**config.mk**
```make
export PLATFORM = sky130hd
export DESIGN_NAME = mem_port_arbiter
export DESIGN_NICKNAME = d
export VERILOG_FILES = /design/src/rtl/mem_port_arbiter.sv
export SDC_FILE = /design/constraint.sdc
export NUM_CORES = 1
export LEC_CHECK = 0
export BUFFER_PORTS_ARGS = -buffer_cell sky130_fd_sc_hd__buf_2
export CAP_MARGIN = 25
export CORE_MARGIN = 8
export CORE_UTILIZATION = 51
export CTS_CLUSTER_DIAMETER = 120
export DETAILED_ROUTE_END_ITERATION = 8
export PLACE_DENSITY = 0.85
export REMOVE_ABC_BUFFERS = 1
export SETUP_SLACK_MARGIN = 0.3
export SYNTH_ARGS = -nofsm -noshare
export SYNTH_HDL_FRONTEND = slang
export SYNTH_SLANG_ARGS = --single-unit
export TNS_END_PERCENT = 30
```
**constraint.sdc**
```tcl
create_clock -name clk -period 4.55 [get_ports clk]
set_clock_uncertainty 0.05 [all_clocks]
set_input_delay 0.2275 -clock clk [delete_from_list [all_inputs] [get_ports clk]]
set_output_delay 0.2275 -clock clk [all_outputs]
set_load 0.02 [all_outputs]
```
**src/rtl/mem_port_arbiter.sv**
```systemverilog
// Arbitrates one unified memory bus between the instruction-fetch port and the data port.
// One outstanding bus transaction at a time; each port sees a 2-bit status (10 = done pulse).
module mem_port_arbiter #(
    parameter int ADDR_W       = 32,
    parameter int DATA_W       = 32,
    parameter int STARVE_LIMIT = 4
) (
    input  logic              clk,
    input  logic              rst,
    input  logic              i_req,
    input  logic [ADDR_W-1:0] i_addr,
    output logic [DATA_W-1:0] i_rdata,
    output logic [1:0]        i_status,
    input  logic              d_req,
    input  logic              d_we,
    input  logic [ADDR_W-1:0] d_addr,
    input  logic [DATA_W-1:0] d_wdata,
    output logic [DATA_W-1:0] d_rdata,
    output logic [1:0]        d_status,
    output logic              mem_req,
    output logic              mem_we,
    output logic [ADDR_W-1:0] mem_addr,
    output logic [DATA_W-1:0] mem_wdata,
    input  logic              mem_ack,
    input  logic [DATA_W-1:0] mem_rdata
);

    typedef enum logic [1:0] {IDLE, I_BUSY, D_BUSY, DONE} state_t;

    localparam logic [1:0]  ST_IDLE = 2'b00;
    localparam logic [1:0]  ST_BUSY = 2'b01;
    localparam logic [1:0]  ST_DONE = 2'b10;
    localparam int          CNT_W   = 4;
    localparam logic [CNT_W-1:0] LIMIT = CNT_W'(STARVE_LIMIT);

    state_t           state, state_nxt;
    logic             owner_i;     // 1: the current/last bus transaction belongs to fetch
    logic             pulse;       // DONE carries a deliverable result
    logic             discard;     // result of the in-flight transaction must be dropped
    logic [CNT_W-1:0] starve_cnt;

    logic i_pulse, d_pulse, can_grant;
    logic fetch_wins, data_wins, grant_i, grant_d;
    logic ack, discard_now;

    // NOTE: every signal written here gets a default first, so no latch can be inferred.
    always_comb begin
        i_pulse    = (state == DONE) && pulse && owner_i;
        d_pulse    = (state == DONE) && pulse && !owner_i;
        can_grant  = (state == IDLE) || (state == DONE);
        fetch_wins = i_req && (!d_req || (starve_cnt == LIMIT));
        data_wins  = d_req && !fetch_wins;
        // A port that just completed keeps its priority claim but cannot be re-granted
        // on its own pulse cycle; the grant then waits one cycle in IDLE.
        grant_i    = can_grant && fetch_wins && !i_pulse;
        grant_d    = can_grant && data_wins && !d_pulse;
        ack        = mem_req && mem_ack;
        // A redirected or abandoned request still lets the bus finish, but its result is dropped.
        discard_now = discard
                    || ((state == I_BUSY) && (!i_req || (i_addr != mem_addr)))
                    || ((state == D_BUSY) && !d_req);

        state_nxt = state;
        case (state)
            IDLE, DONE: begin
                if (grant_i)      state_nxt = I_BUSY;
                else if (grant_d) state_nxt = D_BUSY;
                else              state_nxt = IDLE;
            end
            I_BUSY, D_BUSY: begin
                if (ack) state_nxt = discard_now ? IDLE : DONE;
            end
            default: state_nxt = IDLE;
        endcase
    end

    // Status codes: reset forces 00 immediately, independent of the request levels.
    always_comb begin
        i_status = ST_IDLE;
        d_status = ST_IDLE;
        if (rst) begin
            if (i_pulse)                         i_status = ST_DONE;
            else if (i_req || state == I_BUSY)   i_status = ST_BUSY;
            if (d_pulse)                         d_status = ST_DONE;
            else if (d_req || state == D_BUSY)   d_status = ST_BUSY;
        end
    end

    // NOTE: sequential state uses non-blocking assignments only, so every register
    // samples the pre-edge values regardless of statement order.
    always_ff @(posedge clk or negedge rst) begin
        if (!rst) begin
            state      <= IDLE;
            owner_i    <= 1'b0;
            pulse      <= 1'b0;
            discard    <= 1'b0;
            starve_cnt <= '0;
            mem_req    <= 1'b0;
            mem_we     <= 1'b0;
            mem_addr   <= '0;
            mem_wdata  <= '0;
            i_rdata    <= '0;
            d_rdata    <= '0;
        end else begin
            state <= state_nxt;

            if (grant_i || grant_d) begin
                owner_i  <= grant_i;
                pulse    <= 1'b0;
                discard  <= 1'b0;
                mem_req  <= 1'b1;
                mem_we   <= grant_d && d_we;
                mem_addr <= grant_i ? i_addr : d_addr;
                if (grant_d) mem_wdata <= d_wdata;
            end else if (ack) begin
                mem_req <= 1'b0;
                mem_we  <= 1'b0;
                pulse   <= !discard_now;
                discard <= 1'b0;
                if (!discard_now) begin
                    if (owner_i)      i_rdata <= mem_rdata;
                    else if (!mem_we) d_rdata <= mem_rdata;
                end
            end else if (state == I_BUSY || state == D_BUSY) begin
                discard <= discard_now;
            end

            if (!i_req || grant_i)                  starve_cnt <= '0;
            else if (grant_d && starve_cnt != LIMIT) starve_cnt <= starve_cnt + 1'b1;
        end
    end

endmodule
```
; ---- Yosys cells after proc, flatten, opt, wreduce, memory -nomap -nowiden
; Index checks and enable logic that the tools add are counted.
[classes]
add_sub_neg = 1
n_eq_ne = 7
n_mux = 22
n_bitwise = 4
reduce_logical = 40
[ops]
columns = operator, n
row1 = 32-bit two-way mux, 1
row2 = 32-bit inequality test, 1
row3 = 2-bit two-way mux, 8
row4 = 1-bit logical AND, 14
row5 = 1-bit logical OR, 10
row6 = 1-bit two-way mux, 10
row7 = 4-bit two-way mux, 2
row8 = 1-bit zero test, 7
row9 = 5-bit AND reduction, 1
row10 = "4-bit by 1-bit adder with 4-bit output, second input constant", 1
row11 = "2-bit == test, second input constant", 2
row12 = "4-bit by 3-bit == test with 1-bit output, second input constant", 1
row13 = "4-bit by 3-bit inequality test with 1-bit output, second input constant", 1
row14 = 1-bit NOT, 4
row15 = 2-bit one-hot mux with 2 select lines, 1
row16 = 4-bit AND reduction, 1
row17 = 2-bit nonzero test, 2
row18 = 2-bit OR reduction, 2
row19 = 3-bit nonzero test, 1
row20 = "2-bit by 1-bit == test with 1-bit output, second input constant", 1
row21 = 2-bit zero test, 1
row22 = "2-bit inequality test, second input constant", 1
row23 = 2-bit AND reduction, 1
[totals]
regBits = 139
inputBits = 134
word_cells = 85

; ---- Depth between registers and ports, before layout
[logic_depth]
ltp_word = 10
depth_mapped = 9
mapped_depth_nobuf = 8

; ---- Worst setup path before layout
; OpenSTA, ideal clock, no wires.
[synth_timing]
kind = register to register
startpoint = register mem_addr[17]
endpoint = register i_rdata[10]
setup_ps = 125
arrival_ps = 2198
t_required_ps = 4375
setup_slack_ps = 2177
path_stages_with_launch = 8
n_path_buf = 1
cell_sequence = dfrtp_1 -> xor2_1 -> nor4_1 -> nand4_1 -> nor4_4 -> o2111ai_4 -> buf_6 -> mux2_4
[synth_between]
elab_chain_len = 7
[synth_rtl]
columns = element, line_no
row1 = "start, declared", 22  ; output logic [ADDR_W-1:0] mem_addr,
row2 = "start signal, assigned", 113  ; mem_addr <= grant_i ? i_addr : d_addr;
row3 = 32-bit inequality test, 60  ; || ((state == I_BUSY) && (!i_req || (i_addr != mem_addr)))
row4 = 1-bit logical OR, 60
row5 = 1-bit logical AND, 60
row6 = 1-bit logical OR, 60
row7 = 1-bit logical OR, 61  ; || ((state == D_BUSY) && !d_req);
row8 = 1-bit NOT (no source line), -
row9 = 4-bit AND reduction (no source line), -
row10 = "end signal, assigned", 121  ; if (owner_i) i_rdata <= mem_rdata;
row11 = "end, declared", 12  ; output logic [DATA_W-1:0] i_rdata,
; No other way between the ends.
; A chain may end at the register's enable or synchronous reset.

; ---- Final worst setup path
[layout_timing]
startpoint = register mem_addr[5]
endpoint = register d_rdata[27]
[layout_between]
elab_chain_len = 7
[layout_rtl]
columns = element, line_no
row1 = 32-bit inequality test, 60
row2 = 1-bit logical OR, 60
row3 = 1-bit logical AND, 60
row4 = 1-bit logical OR, 60
row5 = 1-bit logical OR, 61
row6 = 1-bit NOT (no source line), -
row7 = 5-bit AND reduction (no source line), -
row8 = "end signal, assigned", 122  ; else if (!mem_we) d_rdata <= mem_rdata;
row9 = "end, declared", 18  ; output logic [DATA_W-1:0] d_rdata,
; No other way between the ends.

==> impl_metrics.env <==
export IMPL_ys_warnings_count=0
export IMPL_core_area_mm2=0.0115
export IMPL_synth_common_cells="nand2_1 (167), dfrtp_1 (139), mux2_2 (49), a22oi_1 (32), xor2_1 (32)"
export IMPL_final_util=0.772
export IMPL_critPathSlowestCell="nor4_4"
export IMPL_synth_most_common_cell="nand2_1"
export IMPL_swShare=0.427
export IMPL_routed_wl_mm=19.9
export IMPL_worst_path_stages=7
export IMPL_path_max_fanout=17
export IMPL_placed_area_mm2=0.00750
export IMPL_ios=268
export IMPL_switchingPower_uw=2870
export IMPL_combinationalPowerShare=0.464
export IMPL_overflow=0
export IMPL_crit_start="mem_addr[5]$_DFFE_PN0P_"
export IMPL_drt_iter0_markers=389
export IMPL_setup_violations=0
export IMPL_seq_power_share=0.335
export IMPL_r2r_start="mem_addr[5]$_DFFE_PN0P_"
export IMPL_clock_latency_ns=0.41
export IMPL_required_ns=4.80
export IMPL_wire_per_inst_um=19.3
export IMPL_final_hold_violation_count=0
export IMPL_finalMaxSlewViolations=0
export IMPL_cts_root_buf="clkbuf_16"
export IMPL_rsz0062_at_grt="no"
export IMPL_netlist_area_mm2=0.00605
export IMPL_setup_tns_ns=0
export IMPL_crit_type="flop to flop"
export IMPL_rrSetupSlack_ns=1.60
export IMPL_start_kind="flop"
export IMPL_synth_cells=528
export IMPL_first_pass_iters=5
export IMPL_clk_pin_slew_ns=0.06
export IMPL_cts_path_max_buffers=2
export IMPL_cp_cell_sequence="xor2_1 -> nor4_1 -> nand4_1 -> nor4_4 -> o2111ai_4 -> buf_16 -> mux2_4"
export IMPL_worstSetupEndpointType="flop"
export IMPL_ctsResizeCount=0
export IMPL_cts_tree="yes"
export IMPL_drive_gt1_frac=0.422
export IMPL_hold_class="primary input to flop"
export IMPL_async_reset_ff_frac=1.00
export IMPL_rows=39
export IMPL_place_hpwl_mm=13.0
export IMPL_nets=1013
export IMPL_postLayoutSetupSlackWorst_ns=1.60
export IMPL_cts_made_buffers=17
export IMPL_critPathTopFamily="simple AND/OR/NAND/NOR gates"
export IMPL_crit_arrival_ns=3.20
export IMPL_power_share_clock=0.201
export IMPL_dp_cells=919
export IMPL_antenna_left=0
export IMPL_min_path_cells=3
export IMPL_cap_violations=0
export IMPL_syn_avg_cell_area_um2=11.5
export IMPL_die_w_um=125
export IMPL_timing_fmax_ghz=0.339
export IMPL_peakVddDrop_v=0.000520
export IMPL_p_leak_uw=0.00474
export IMPL_fp_dieH_um=125
export IMPL_stdcell_count=1032
export IMPL_die_area_mm2=0.0156
export IMPL_yosys_area_top_type="dfrtp_1"
export IMPL_postCtsSetupRepairBufs=0
export IMPL_grt_pass1_vias=6144
export IMPL_preCtsSetupSlack_ns=1.64
export IMPL_timing_final_crit_share=0.649
export IMPL_portBuffers=267
export IMPL_cts_htree_levels=4
export IMPL_synth_top_area_frac=0.575
export IMPL_cp_num_buf_inv=1
export IMPL_viasPerCell=5.30
export IMPL_min_period_ns=2.95
export IMPL_synth_flop_cell="dfrtp_1"
export IMPL_antenna_found_initial=2
export IMPL_power_density_mw_per_mm2=756
export IMPL_internal_power_uw=3860
export IMPL_synth_area_leaders="dfrtp_1 (58%), nand2_1 (10%), mux2_2 (9.1%)"
export IMPL_critical_path_max_stage_delay_ns=0.54
export IMPL_vias=5474
export IMPL_synth_edf_count=0
export IMPL_reg2reg_depth=7
export IMPL_endpoint="d_rdata[27]$_DFFE_PN0P_"
export IMPL_grt_pass1_wl_mm=31.7
export IMPL_rr_endpoint="d_rdata[27]$_DFFE_PN0P_"
export IMPL_stdcell_area_mm2=0.00889
export IMPL_status="completed"
export IMPL_worst_pin_slew_ns=0.732
export IMPL_drc=0
export IMPL_grtUsageTotal=0.253
export IMPL_gp_congestion=0.845
export IMPL_cts_sinks=139
export IMPL_initial_core_util=0.525
export IMPL_area_growth_pct=47.0
export IMPL_synth_yosys_seq_area_share=0.575
export IMPL_ctsHoldBuffers=77
export IMPL_relSlewSlack=0.512
export IMPL_netlist_cell_type_count=36
export IMPL_grt_max_degree=81
export IMPL_ys_seq_elements=139
## tightest hold or removal path, stage by stage
cell and delay, ns:
buf_2 0.08, a22oi_1 0.06, nand2_1 0.07
## routing by layer
metal	track usage	routed length (um)	vias to the layer above
met5	0	0	-
met4	0.151	837	0
met3	0.0830	1360	78
met2	0.460	10900	260
met1	0.247	6850	2665
li1	-	-	2471
## through the flow
step / total power, uW / hold WS, ns
after floorplan: 4120 / -0.118
after global placement: 5110 / 0.179
after detailed placement: 5270 / 0.193
after CTS: 6700 / 0.000124
after global routing: 7100 / 0.00416
final: 6720 / 0.0153
## worst min-delay path by stage
stage	from	end	slack [ns]
3_5_place_dp	rst	i_rdata[19]$_DFFE_PN0P_	0.19
6_report	d_addr[16]	mem_addr[16]$_DFFE_PN0P_	0.02
4_1_cts	mem_rdata[12]	i_rdata[12]$_DFFE_PN0P_	0.0001
2_1_floorplan	rst	d_rdata[0]$_DFFE_PN0P_	-0.12
3_3_place_gp	rst	d_rdata[19]$_DFFE_PN0P_	0.18
5_1_grt	mem_rdata[0]	i_rdata[0]$_DFFE_PN0P_	0.004
## cells in the final DEF (no fill, tap or decap), drive strengths merged, types with 6 or more instances in the layout
master	n
a22oi	32
mux2	64
clkinv	6
xor2	32
dfrtp	139
nor4	9
nand2	167
inv	8
dlygate4sd3	78
clkbuf	21
nor2	11
buf	275
## cell type report
type	instances	area (um^2)
flip-flops and latches	139	3480
fillers	683	2630
multi-input cells	356	2400
repair buffers	353	2220
clock buffers	21	460
well taps	143	179
clock inverters	11	118
inverters	7	26.3
diodes	2	5.00
## logic make-up (layout without fill, tap and decap cells)
logic type      after synthesis  count (layout)  share of synthesized area
xor+xnor                     35              35                     0.0507
compound gates               48              48                     0.0647
other cells                   0               2                          0
flops                       139             139                      0.575
simple gates                203             203                      0.141
fa+ha+maj                     5               5                     0.0103
mux                          65              65                      0.130
buf+inv                      33             392                     0.0281
## power by group through the flow
stage | combinational, uW | sequential (uW) | clock, uW
after floorplan | 1210 | 2910 | 0
after global placement | 2920 | 2190 | 0
after detailed placement | 3040 | 2240 | 0
after CTS | 3100 | 2230 | 1370
after global routing | 3360 | 2320 | 1420
final | 3120 | 2250 | 1350
## flip-flops by register name (all words and copies together), names as in the netlist
signal,count
pulse,1
mem_we,1
state,2
discard,1
mem_wdata,32
starve_cnt,4
mem_req,1
i_rdata,32
owner_i,1
mem_addr,32
d_rdata,32
(Power assumes the default switching activity.)
